[src/rtl/multi_clock_divider.sv]
// NUM_CH independent runtime-configurable clock dividers sharing clk_in, each with a toggle/pulse output and a tick enable.
// Optional CLKDIV_SYNC_EN adds sync_start, which phase-aligns every channel in one cycle.
module multi_clock_divider #(
  parameter int NUM_CH      = 4,
  parameter int CNT_W       = 26,
  parameter int DEFAULT_DIV = 50000000,
  localparam int CH_W       = (NUM_CH > 1) ? $clog2(NUM_CH) : 1
) (
  input  logic              clk_in,
  input  logic              rst,
`ifdef CLKDIV_SYNC_EN
  input  logic              sync_start,
`endif
  input  logic [NUM_CH-1:0] ch_en,
  input  logic              cfg_valid,
  output logic              cfg_ready,
  input  logic [CH_W-1:0]   cfg_ch,
  input  logic [CNT_W-1:0]  cfg_div,
  input  logic              cfg_mode,
  output logic              cfg_err,
  output logic [NUM_CH-1:0] clk_out,
  output logic [NUM_CH-1:0] tick
);

  localparam int NSEL = 1 << CH_W;
  localparam logic [CNT_W-1:0] DEF_DIV = CNT_W'(DEFAULT_DIV);

  logic [CNT_W-1:0] cnt_q      [NUM_CH];
  logic [CNT_W-1:0] div_q      [NUM_CH];
  logic [CNT_W-1:0] shadow_div [NUM_CH];
  logic [NUM_CH-1:0] mode_q;
  logic [NUM_CH-1:0] shadow_mode;
  logic [NUM_CH-1:0] pending;

  logic [NSEL-1:0]   pend_ext;
  logic              accept;
  logic              bad_req;
  logic              sync;
  logic [NUM_CH-1:0] tc;
  logic [NUM_CH-1:0] apply;
  logic [NUM_CH-1:0] mode_chg;
  logic [NUM_CH-1:0] wr;

`ifdef CLKDIV_SYNC_EN
  assign sync = sync_start;
`else
  assign sync = 1'b0;
`endif

  // Config handshake: a request transfers on any clk_in edge where cfg_valid && cfg_ready.
  // cfg_ready only deasserts while the addressed channel still holds an unapplied request;
  // out-of-range channels always look ready so the bad request is consumed and flagged.
  always_comb begin
    pend_ext = '0;
    pend_ext[NUM_CH-1:0] = pending;
    cfg_ready = ~pend_ext[cfg_ch];
    accept    = cfg_valid & cfg_ready;
    bad_req   = (cfg_div == '0) || (32'(cfg_ch) >= NUM_CH);
    for (int i = 0; i < NUM_CH; i++) begin
      tc[i]       = ch_en[i] && (cnt_q[i] == div_q[i] - CNT_W'(1));
      // The old pending value is used, so a request landing on a TC edge waits for the next TC.
      apply[i]    = pending[i] & (sync | ~ch_en[i] | tc[i]);
      mode_chg[i] = apply[i] & (shadow_mode[i] != mode_q[i]);
      wr[i]       = accept & ~bad_req & (cfg_ch == CH_W'(i));
    end
  end

  always_ff @(posedge clk_in) begin
    if (rst) begin
      cfg_err <= 1'b0;
      for (int i = 0; i < NUM_CH; i++) begin
        cnt_q[i]       <= '0;
        div_q[i]       <= DEF_DIV;
        shadow_div[i]  <= DEF_DIV;
        mode_q[i]      <= 1'b0;
        shadow_mode[i] <= 1'b0;
        pending[i]     <= 1'b0;
        clk_out[i]     <= 1'b0;
        tick[i]        <= 1'b0;
      end
    end else begin
      cfg_err <= accept & bad_req;
      for (int i = 0; i < NUM_CH; i++) begin
        if (apply[i]) begin
          div_q[i]   <= shadow_div[i];
          mode_q[i]  <= shadow_mode[i];
          pending[i] <= 1'b0;
        end else if (wr[i]) begin
          shadow_div[i]  <= cfg_div;
          shadow_mode[i] <= cfg_mode;
          pending[i]     <= 1'b1;
        end

        if (sync || !ch_en[i]) begin
          cnt_q[i]   <= '0;
          clk_out[i] <= 1'b0;
          tick[i]    <= 1'b0;
        end else if (tc[i]) begin
          cnt_q[i] <= '0;
          tick[i]  <= 1'b1;
          // A mode switch restarts the output from low; otherwise follow the current mode.
          if (mode_chg[i])    clk_out[i] <= 1'b0;
          else if (mode_q[i]) clk_out[i] <= 1'b1;
          else                clk_out[i] <= ~clk_out[i];
        end else begin
          cnt_q[i] <= cnt_q[i] + CNT_W'(1);
          tick[i]  <= 1'b0;
          if (mode_q[i]) clk_out[i] <= 1'b0;
        end
      end
    end
  end

endmodule

[config.mk]
export PLATFORM = sky130hd
export DESIGN_NAME = multi_clock_divider
export DESIGN_NICKNAME = d
export VERILOG_FILES = /design/src/rtl/multi_clock_divider.sv
export SDC_FILE = /design/constraint.sdc
export NUM_CORES = 1
export LEC_CHECK = 0
export ABC_AREA = 0
export ABC_CLOCK_PERIOD_IN_PS = 6400
export CAP_MARGIN = 20
export CORE_ASPECT_RATIO = 0.7
export CORE_UTILIZATION = 30
export CTS_BUF_LIST = sky130_fd_sc_hd__clkbuf_8 sky130_fd_sc_hd__clkbuf_16
export DETAILED_ROUTE_END_ITERATION = 16
export DONT_BUFFER_PORTS = 1
export GPL_TIMING_DRIVEN = 0
export PLACE_DENSITY_LB_ADDON = 0.05
export SLEW_MARGIN = 10
export SYNTH_ARGS = -nofsm -noshare
export SYNTH_HDL_FRONTEND = slang
export SYNTH_SLANG_ARGS = --single-unit
[constraint.sdc]
create_clock -name clk_in -period 6.4 [get_ports clk_in]
set_clock_uncertainty 0.1 [all_clocks]
set_input_delay 0.32 -clock clk_in [delete_from_list [all_inputs] [get_ports clk_in]]
set_output_delay 0.32 -clock clk_in [all_outputs]
set_load 0.02 [all_outputs]
# Yosys cells after proc, flatten, opt, wreduce, memory -nomap -nowiden
# Memory sizes are Yosys's and may differ from the RTL's.
# Cells that the tools add are included.
# word_totals
ff_bits	21
out_inout_bits	10
n_memories	3
ram_bits	312
# op_classes
bitwise_logic	53
order_cmp	1
addsub	8
n_mux	112
n_reduce_logical	22
n_eq_ne	11
# memory_table
name	words	width	read_ports	rd_ports_with_merged_regs	wr	line_no	source
cnt_q	4	26	4	0	4	28	logic [CNT_W-1:0] cnt_q [NUM_CH];
div_q	4	26	4	0	4	29	logic [CNT_W-1:0] div_q [NUM_CH];
shadow_div	4	26	4	0	4	30	logic [CNT_W-1:0] shadow_div [NUM_CH];
# ops
operator	count
$mux 26	20
$add 26x1->26 const B	4
$eq 26x26->1	4
$sub 26x1->26 const B	4
$mux 1	91
$logic_not 26->1	1
$or 1x1->1	24
$reduce_or 2->1	8
$and 1x1->1	15
$not 1->1	14
$reduce_and 2->1	4
$reduce_bool 2->1	4
$eq 2x2->1 const B	2
$logic_and 1x1->1	4
$ne 1x1->1	4
$lt 2x3->1 const B	1
$bmux 1 s2	1
$eq 2x1->1 const B	1
$logic_not 2->1	1

# Longest topological paths before layout
# Gate-level depths: netlist of the first run.
# depth
depth_word	11
mapped_depth	12

# Worst setup path before layout of the first run
# Ideal clock, no wire load.
# synth_timing
kind	flip-flop to flip-flop
startpoint	mem div_q[0][6]
endpoint	mem div_q[0][0] (enable)
setup_slack_ns	0.957
setup_time_ns	0.445
arrival_ns	4.898
stages_incl_launch_ff	10
synth_period_minus_slack_ns	5.443
cell_sequence	edfxtp_1 -> clkbuf_1 -> nor4_1 -> nand4_1 -> xnor2_1 -> a2111o_1 -> a2111oi_0 -> a41oi_1 -> clkbuf_1 -> o21ai_0
# synth_rtl
element	line_no
start: declaration	29

==> results.yml, run 1 <==
logic_synthesis:
  ys_async_sr_fraction_pct: 0
  yosys_most_used_dff: "edfxtp_1"
  synth_area_per_cell_um2: 10.8
  synth_seq_cells: 333
  ys_top_cells_by_area: "edfxtp_1 52%, xor2_1 5.4%, xnor2_1 5.0%"
  synthDistinctLibCells: 75
  synth_top_cell_by_area: "edfxtp_1"
  yosysWarnings: 0
  synthCells: 1667
  synth.cell_area_um2: 18000
  synth_top_area_share_pct: 52.0
  synth_edf_count: 312
  seq_area_frac_synth_pct: 54.4
routing:
  drt_iter0_drc: 1142
  wl_per_cell_um: 19.9
  drc: 0
  avgViaCountPerCell: 4.97
  via_count: 13400
  drt_first_pass_iters: 6
  drt_wl_total_um: 53600
  antenna_left: 0
floorplanning:
  core_area_um2: 58800
  io-pin-count: 46
  initial_core_util_pct: 30.6
  fp.dieW_um: 295
  rows: 74
  die_y_um: 207
  dieArea_um2: 61000
clock_network:
  clkLatencyLatePin_ns: 0.56
  post_cts_buffers: 0
  clk_pin_slew_ns: 0.06
  cts_hold_buf: 35
  htree_levels: 2
  clock_sinks: 333
  cts_resized: 0
  cts_buffers: 39
  cts_root_buffer: "clkbuf_16"
  cts_tree: "built"
  max-clock-path-buffers: 3
sta:
  rsz0062_at_grt: "no"
  final.setup.tns_ns: 0
  max_freq_mhz: 189
  worstMarginPinSlew_ns: 1.07
  post-route-min-period_ns: 5.29
  slew_headroom_pct: 28.8
  final-setup-viol-count: 0
  finalHoldViolations: 0
  slew_violations: 0
  finalCritPeriodShare_pct: 82.7
critical_path:
  critPathMaxFanout: 20
  crit_path_end_kind: "register"
  start_kind: "register"
  critical_path_required_ns: 6.57
  worstPathArrival_ns: 5.46
  crit_type: "register to register"
placed_design:
  portBuffers: 0
  dp_hpwl_um: 38200
  gp_congestion: 0.860
min_path:
  min_path_type: "primary input to register"
layout:
  nets: 1899
  area_growth_pct: 18.3
  drive_gt1_share_pct: 5.15
power:
  irDropWorstVdd_mv: 0.191
  p_leak_nw: 6.89
  powerDensity_nw_per_um2: 247
  p_total_mw: 5.27
grt:
  grt_usage_pct: 17.7
  antenna_found_initial: 10
  grt_pass1_vias: 12800
  grt_pass1_wl_um: 80400
  overflow: 0
  grt_max_degree: 28
outcome:
  status: "complete, no violations"
flow_run:
  drv_cap: 0
[layout by cell type, fill, tap and decap left out, types with 8 or more instances in the layout]
cell type        n
edfxtp_1       312
nor2_1         210
xor2_1         111
conb_1         104
xnor2_1        102
nand2_1         84
and2_1          74
nand3_1         71
clkbuf_1        65
or3_1           63
nor3_1          54
and3_1          49
nand2b_1        44
clkbuf_16       41
nor4_1          40
inv_1           39
nand4_1         37
dlygate4sd3_1   35
or4_1           32
a21oi_1         24
nor3b_1         21
dfxtp_1         21
o21ai_0         19
diode_2         16
a31oi_1         14
and4b_1         14
mux2i_1         11
nor4b_1         11
nor2b_1         10
and4_1          10
nand3b_1        10
clkinv_2         9
o31ai_1          8
ha_1             8
[final cells by class]
type,instances,area (um^2)
Multi-Input combinational cell,1338,8260
Timing Repair Buffer,44,505
Clock inverter,24,233
Clock buffer,46,1090
Inverter,32,120
Tap cell,798,998
Sequential cell,333,9790
Fill cell,5879,37500
Buffer,67,253
Antenna cell,16,40.0
[through the flow]
step                setup WS (ns)  cells  instance area, um^2  util [%]  hold slack (ns)
floorplan                   0.957   1770                18400         -            0.329
global placement           -0.948   2568                19400      33.0            0.338
detailed placement          0.794   2570                19500      33.1            0.346
CTS                         0.787   2675                21100      35.9          0.00374
global route                0.812   2689                21300      36.2           0.0597
finish                       1.11   2698                21300      36.2           0.0796
[layer usage]
layer	vias to the layer above	wire length, um	GRT usage, %
met1	6539	27700	27.0
li1	6481	-	-
met4	2	1060	4.50
met2	315	20700	24.2
met3	61	4130	4.90
met5	-	18	0
[state kept, by name, summed over array words and instances, names as in the netlist]
register / cells
cnt_q: 104
div_q: 104
shadow_div: 104
clk_out: 4
mode_q: 4
pend_ext: 4
shadow_mode: 4
tick: 4
cfg_err: 1
[synth_stat cells (all sizes together) (3+ instances only)]
| master | number |
|---|---|
| o2111ai | 3 |
| edfxtp | 312 |
| a2111oi | 5 |
| clkbuf | 65 |
| a21oi | 25 |
| a21o | 5 |
| mux2 | 4 |
| o31ai | 8 |
| xnor2 | 102 |
| mux2i | 11 |
| nand4b | 4 |
| nor2 | 210 |
| nor2b | 10 |
| and2 | 74 |
| o31a | 4 |
| nand3 | 71 |
| a211oi | 5 |
| nor4b | 12 |
| nand3b | 10 |
| o21bai | 4 |
| o21ai | 23 |
| ha | 8 |
| or4b | 5 |
| nor4 | 41 |
| and3 | 49 |
| o211ai | 7 |
| o41ai | 3 |
| and4b | 14 |
| o22ai | 6 |
| or2 | 8 |
| nand2b | 44 |
| dfxtp | 21 |
| a41oi | 5 |
| nor3 | 54 |
| inv | 32 |
| nand2 | 84 |
| and4 | 10 |
| nor3b | 21 |
| nand4 | 38 |
| a31oi | 14 |
| or4 | 35 |
| or3 | 63 |
| xor2 | 111 |
[power by group]
group | leakage (nW) | internal [mW] | total, mW | switching (mW)
sequential | 3.10 | 2.47 | 2.55 | 0.0825
combinational | 3.10 | 0.141 | 0.383 | 0.242
clock | 0.693 | 1.41 | 2.34 | 0.922
total | 6.89 | 4.02 | 5.27 | 1.25
[worst max-delay path, stage by stage, from the launching register on]
cell      delay, ns
edfxtp_1       0.49
or4_1          0.60
clkbuf_1       0.26
nor4_2         0.71
nand4b_1       0.17
mux2_2         0.33
nor4_1         0.37
nand4_1        0.28
o21ai_1        0.60
clkbuf_1       0.36
a21o_1         0.48
buf_16         0.22
[final timing paths]
| check | slack [ns] | end | startpoint | cells past startpoint |
|---|---|---|---|---|
| setup / recovery | 1.11 | div_q[3][0] | div_q[3][5] | 11 |
| hold / removal | 0.08 | cfg_err | cfg_div[23] | 4 |
| setup reg to reg | 1.11 | div_q[3][0] | div_q[3][5] | 11 |
| hold reg to reg | 0.41 | div_q[1][19] | shadow_div[1][19] | 2 |
[kinds of logic (layout without fill, tap and decap cells)]
family,count (synthesis),after routing,share of synthesized area (%)
adders and majority gates,8,8,0.556
DFF,333,333,54.4
muxes,16,16,0.987
AOI/OAI and AO/OA,138,138,5.36
and+or+nand+nor,859,859,26.3
other,1,120,0.0208
buffers and inverters,99,213,2.07
xor gates and xnor gates,213,213,10.4
Power figures use the tool's default switching activity.
==> inputs of run 2 (changes only) <==
--- a/config.mk
+++ b/config.mk
@@ -6,7 +6,7 @@
 export NUM_CORES = 1
 export LEC_CHECK = 0
 export ABC_AREA = 0
-export ABC_CLOCK_PERIOD_IN_PS = 6400
+export ABC_CLOCK_PERIOD_IN_PS = 4600
 export CAP_MARGIN = 20
 export CORE_ASPECT_RATIO = 0.7
 export CORE_UTILIZATION = 30
==> constraint.sdc (replaced) <==
create_clock -name clk_in -period 4.6 [get_ports clk_in]
set_clock_uncertainty 0.1 [all_clocks]
set_input_delay 0.23 -clock clk_in [delete_from_list [all_inputs] [get_ports clk_in]]
set_output_delay 0.23 -clock clk_in [all_outputs]
set_load 0.02 [all_outputs]
==> run 2 against run 1 <==
Combinational power grew 43%. Global-route usage shrank 0.60 points. Hold slack lost 0.036 ns. Total power grew 39%. Sequential power grew 39%. Critical path type unchanged. Critical endpoint is now cnt_q[1][16]. Largest power group unchanged.
==> results.yml, run 2 (synthesis gave the netlist of run 1 again) <==
floorplanning:
  die_y_um: 207
  fp.dieW_um: 295
  io-pin-count: 46
  dieArea_um2: 61000
  initial_core_util_pct: 30.6
  core_area_um2: 58800
  rows: 74
layout:
  area_growth_pct: 18.9
  drive_gt1_share_pct: 6.41
  finalNonFillerCells: 2687
  nets: 1902
  most-common-layout-cells: "312 x edfxtp_1, 210 x nor2_1, 111 x xor2_1, 104 x conb_1, 102 x xnor2_1"
  final_common_cell: "edfxtp_1"
  stdcell_area_um2: 21400
  top_regs: "cnt_q: 104 flops, div_q: 104 flops, shadow_div: 104 flops"
  fin_util_pct: 36.4
sta:
  worstMarginPinSlew_ns: 1.04
  finalHoldViolations: 0
  finalCritPeriodShare_pct: 95.6
  slew_violations: 0
  slew_headroom_pct: 31.0
  post-route-min-period_ns: 4.40
  final-setup-viol-count: 0
  rsz0062_at_grt: "no"
  max_freq_mhz: 227
grt:
  grt_usage_pct: 17.1
  grt_max_degree: 28
  overflow: 0
  antenna_found_initial: 2
  grt_pass1_vias: 12900
  grt_pass1_wl_um: 79100
critical_path:
  crit_buf_inv: 1
  crit_path_max_incr_delay_ns: 0.62
  r2r_slack_ns: 0.20
  crit_top_cell: "or4_4"
  reg2reg_depth: 9
  cp_top_family: "simple AND/OR/NAND/NOR gates"
  worstPathCellList: "or4_4 > or4_4 > or4_4 > or4b_4 > a22oi_2 > nand4_2 > nand3_1 > clkbuf_1 > nor2_1"
  worstPathArrival_ns: 4.59
  critPathMaxFanout: 10
  start_kind: "register"
  crit_type: "register to register"
  crit_cells: 9
  crit_path_end_kind: "register"
  cpMaxStageDelayCell: "or4_4"
  critical_path_required_ns: 4.79
placed_design:
  portBuffers: 0
  numPlacedInstances: 2571
  placed_area_um2: 19500
  gp_congestion: 0.861
  dp_hpwl_um: 38100
routing:
  wl_per_cell_um: 19.4
  drt_wl_total_um: 52000
  via_count: 13300
  drt_iter0_drc: 911
  antenna_left: 0
  drt_first_pass_iters: 5
  drc: 0
  avgViaCountPerCell: 4.94
power:
  powerDensity_nw_per_um2: 342
  irDropWorstVdd_mv: 0.214
  p_total_mw: 7.32
  p_leak_nw: 6.95
outcome:
  status: "complete, no violations"
flow_run:
  drv_cap: 0
clock_network:
  htree_levels: 2
  clock_sinks: 333
  max-clock-path-buffers: 3
  clkLatencyLatePin_ns: 0.56
  cts_buffers: 38
  cts_tree: "built"
  cts_root_buffer: "clkbuf_16"
  clk_pin_slew_ns: 0.06
min_path:
  hold-path-cell-count: 2
  min_path_type: "primary input to register"
-- run 2: path summary, 6_finish.rpt --
check | from | to
hold reg to reg | shadow_div[2][22] | div_q[2][22]
hold / removal | ch_en[1] | pend_ext[1]
setup reg to reg | div_q[1][10] | cnt_q[1][16]
setup / recovery | div_q[1][10] | cnt_q[1][16]
-- run 2: final cells by class --
class                           instances  area [um^2]
Timing Repair Buffer                   46          508
Clock inverter                         25          236
Tap cell                              798          998
Inverter                               32          120
Sequential cell                       333         9790
Fill cell                            5839        37400
Clock buffer                           44         1070
Buffer                                 67          265
Multi-Input combinational cell       1340         8420
Antenna cell                            2         5.00
-- run 2: power breakdown --
group / total (mW) / internal, mW / leakage, nW / switching [mW]
clock network: 3.22 / 1.93 / 0.677 / 1.29
logic: 0.547 / 0.201 / 3.17 / 0.346
registers: 3.55 / 3.43 / 3.10 / 0.117
-- run 2: timing repair --
action                                  4_1_cts  5_1_grt
buffers inserted                              3        2
endpoints found under the hold margin       134        4
hold buffers                                 34        1
endpoints found under the setup margin      213      234
pin swaps                                     2        2
resized for setup                            16       34
cloned                                        0        2
-- run 2: through the flow --
step / hold WS (ns) / worst slack (ns) / TNS [ns]
2_1_floorplan: 0.239 / 0.0631 / 0
3_3_place_gp: 0.246 / -1.03 / -136.11
3_5_place_dp: 0.250 / -0.952 / -98.38
4_1_cts: 0.00358 / -0.0768 / -2.51
5_1_grt: 0.0427 / 0.0104 / 0
6_report: 0.0432 / 0.200 / 0
-- run 2: metal layers --
layer / share of wire [%] / wire length (um) / GRT usage [%]
met5: 0.11 / 55 / 0.393
met4: 1.9 / 986 / 4.52
met3: 7.0 / 3650 / 5.00
met2: 40 / 20600 / 23.7
met1: 51 / 26700 / 25.6
==> inputs of run 3 (changes only) <==
--- a/config.mk
+++ b/config.mk
@@ -6,15 +6,15 @@
 export NUM_CORES = 1
 export LEC_CHECK = 0
 export ABC_AREA = 0
-export ABC_CLOCK_PERIOD_IN_PS = 4600
+export ABC_CLOCK_PERIOD_IN_PS = 5340
 export CAP_MARGIN = 20
 export CORE_ASPECT_RATIO = 0.7
 export CORE_UTILIZATION = 30
-export CTS_BUF_LIST = sky130_fd_sc_hd__clkbuf_8 sky130_fd_sc_hd__clkbuf_16
+export CTS_BUF_LIST = sky130_fd_sc_hd__clkbuf_4
 export DETAILED_ROUTE_END_ITERATION = 16
 export DONT_BUFFER_PORTS = 1
 export GPL_TIMING_DRIVEN = 0
-export PLACE_DENSITY_LB_ADDON = 0.05
+export PLACE_DENSITY = 0.53
 export SLEW_MARGIN = 10
 export SYNTH_ARGS = -nofsm -noshare
 export SYNTH_HDL_FRONTEND = slang
==> constraint.sdc (replaced) <==
create_clock -name clk_in -period 5.34 [get_ports clk_in]
set_clock_uncertainty 0.1 [all_clocks]
set_input_delay 0.267 -clock clk_in [delete_from_list [all_inputs] [get_ports clk_in]]
set_output_delay 0.267 -clock clk_in [all_outputs]
set_load 0.02 [all_outputs]
==> run 3 against run 2 <==
Die area unchanged. Sequential power decreased by 14%. Register-to-register slack improved by 0.11 ns. Critical path depth increased by 1. Final area decreased by 1.8%. Setup slack improved by 0.11 ns. Sequential share of layout area increased by 0.82 points. Maximum frequency decreased by 13%.
==> results.yml, run 3 (synthesis gave the netlist of run 1 again) <==
critical_path:
  worstPathArrival_ns: 5.39
  critical_path_required_ns: 5.70
  critPathMaxFanout: 14
  crit_type: "register to register"
  crit_path_end_kind: "register"
  start_kind: "register"
power:
  p_comb_share_pct: 7.9
  powerDensity_nw_per_um2: 272
  p_clk_share_pct: 38.7
  power.internal_mw: 4.25
  p_leak_nw: 6.83
  seq_power_share_pct: 53.3
  irDropWorstVdd_mv: 0.178
  swShare_pct: 25.8
  net-switching-power_mw: 1.48
clock_network:
  htree_levels: 3
  cts_tree: "built"
  cts_root_buffer: "clkbuf_4"
  cts_buffers: 84
  post_cts_buffers: 0
  clkLatencyLatePin_ns: 0.80
  max-clock-path-buffers: 3
  clock_sinks: 333
  clk_pin_slew_ns: 0.07
routing:
  via_count: 13700
  drc: 0
  wl_per_cell_um: 17.5
  antenna_left: 0
  avgViaCountPerCell: 4.96
  drt_iter0_drc: 1196
  drt_wl_total_um: 48300
  drt_first_pass_iters: 5
grt:
  grt_max_degree: 28
  overflow: 0
  antenna_found_initial: 2
  grt_usage_pct: 15.9
  grt_pass1_wl_um: 74300
  grt_pass1_vias: 12900
sta:
  finalHoldViolations: 0
  finalCritPeriodShare_pct: 94.2
  final-setup-viol-count: 0
  hold_ws_ns: 0.173
  rsz0062_at_grt: "no"
  max_freq_mhz: 199
  slew_headroom_pct: 31.8
  worstMarginPinSlew_ns: 1.02
  slew_violations: 0
  final.setup.tns_ns: 0
  post-route-min-period_ns: 5.03
layout:
  nets: 1950
  final_common_cell: "edfxtp_1"
  top_regs: "cnt_q: 104 flops, div_q: 104 flops, shadow_div: 104 flops"
  drive_gt1_share_pct: 9.09
  area_growth_pct: 16.8
  most-common-layout-cells: "312 x edfxtp_1, 210 x nor2_1, 133 x clkbuf_4, 111 x xor2_1, 104 x conb_1"
  finalNonFillerCells: 2768
floorplanning:
  io-pin-count: 46
  rows: 74
  die_y_um: 207
  dieArea_um2: 61000
  initial_core_util_pct: 30.6
  core_area_um2: 58800
  fp.dieW_um: 295
placed_design:
  dp_hpwl_um: 35200
  portBuffers: 0
  gp_congestion: 0.862
  numPlacedInstances: 2569
flow_run:
  drv_cap: 0
outcome:
  status: "complete, no violations"
min_path:
  min_path_type: "primary input to register"
[run 3: cell count changes in the layout (fill, tap and decap cells not counted), moves of 5 or more]
| cell | previous run | this run |
|---|---|---|
| bufinv_16 | 5 | 0 |
| clkbuf_16 | 41 | 0 |
| clkbuf_4 | 0 | 133 |
| inv_1 | 40 | 31 |
| clkbuf_2 | 10 | 1 |
| clkbuf_1 | 55 | 65 |
| dlygate4sd3_1 | 35 | 42 |
[run 3: power groups by stage]
stage	sequential, mW	clock [mW]	combinational (mW)
after global placement	3.11	0	0.372
after CTS	3.05	2.30	0.437
after floorplan	3.07	0	0.294
final	3.05	2.22	0.454
after global routing	3.07	2.41	0.499
after detailed placement	3.11	0	0.381
[run 3: worst max-delay path, cell delays in order (launching register included)]
cell and delay (ns):
edfxtp_1 0.35, clkbuf_1 0.20, nor4_2 0.66, nand4_1 0.57, xnor2_1 0.33, a2111o_1 0.35, a2111oi_0 0.48, a41oi_1 0.46
clkbuf_1 0.32, o21ai_2 0.61, buf_8 0.24
[run 3: path summary, 6_finish.rpt]
| path | start | slack [ns] | to | cells after the start |
|---|---|---|---|---|
| max | div_q[0][6] | 0.31 | div_q[0][23] | 10 |
| min | rst | 0.17 | mode_q[1] | 3 |
| max reg2reg | div_q[0][6] | 0.31 | div_q[0][23] | 10 |
| min reg2reg | shadow_div[2][21] | 0.40 | div_q[2][21] | 1 |
[run 3: cell type report]
| type | instances | area [um^2] |
|---|---|---|
| diodes | 1 | 2.50 |
| plain buffers | 67 | 253 |
| clock buffers | 133 | 998 |
| clock inverters | 16 | 76.3 |
| fillers | 5927 | 37800 |
| inverters | 32 | 120 |
| multi-input cells | 1338 | 8270 |
| flip-flops and latches | 333 | 9790 |
| well taps | 798 | 998 |
| repair buffers | 50 | 523 |
[run 3: stage by stage]
step	utilization [%]	power (mW)	setup WS, ns	instance area, um^2
detailed placement	33.0	3.49	-0.122	19400
global route	35.8	5.98	0.0184	21000
CTS	35.6	5.79	0.0285	20900
global placement	33.0	3.48	-0.770	19400
floorplan	-	3.37	0.601	18400
finish	35.8	5.72	0.309	21000
[run 3: what timing repair did]
item / in CTS / in global routing
cloned: 0 / 0
resized for setup: 2 / 3
endpoints found under the hold margin: 194 / 0
hold buffers: 42 / 0
setup endpoints to repair: 37 / 42
[run 3: per-layer routing]
layer,GRT usage (%),routed length (um),share of wire [%]
met1,24.2,24200,50
met2,21.2,18600,38
met3,4.94,4620,9.6
met4,4.33,894,1.8
met5,0,13,0.027
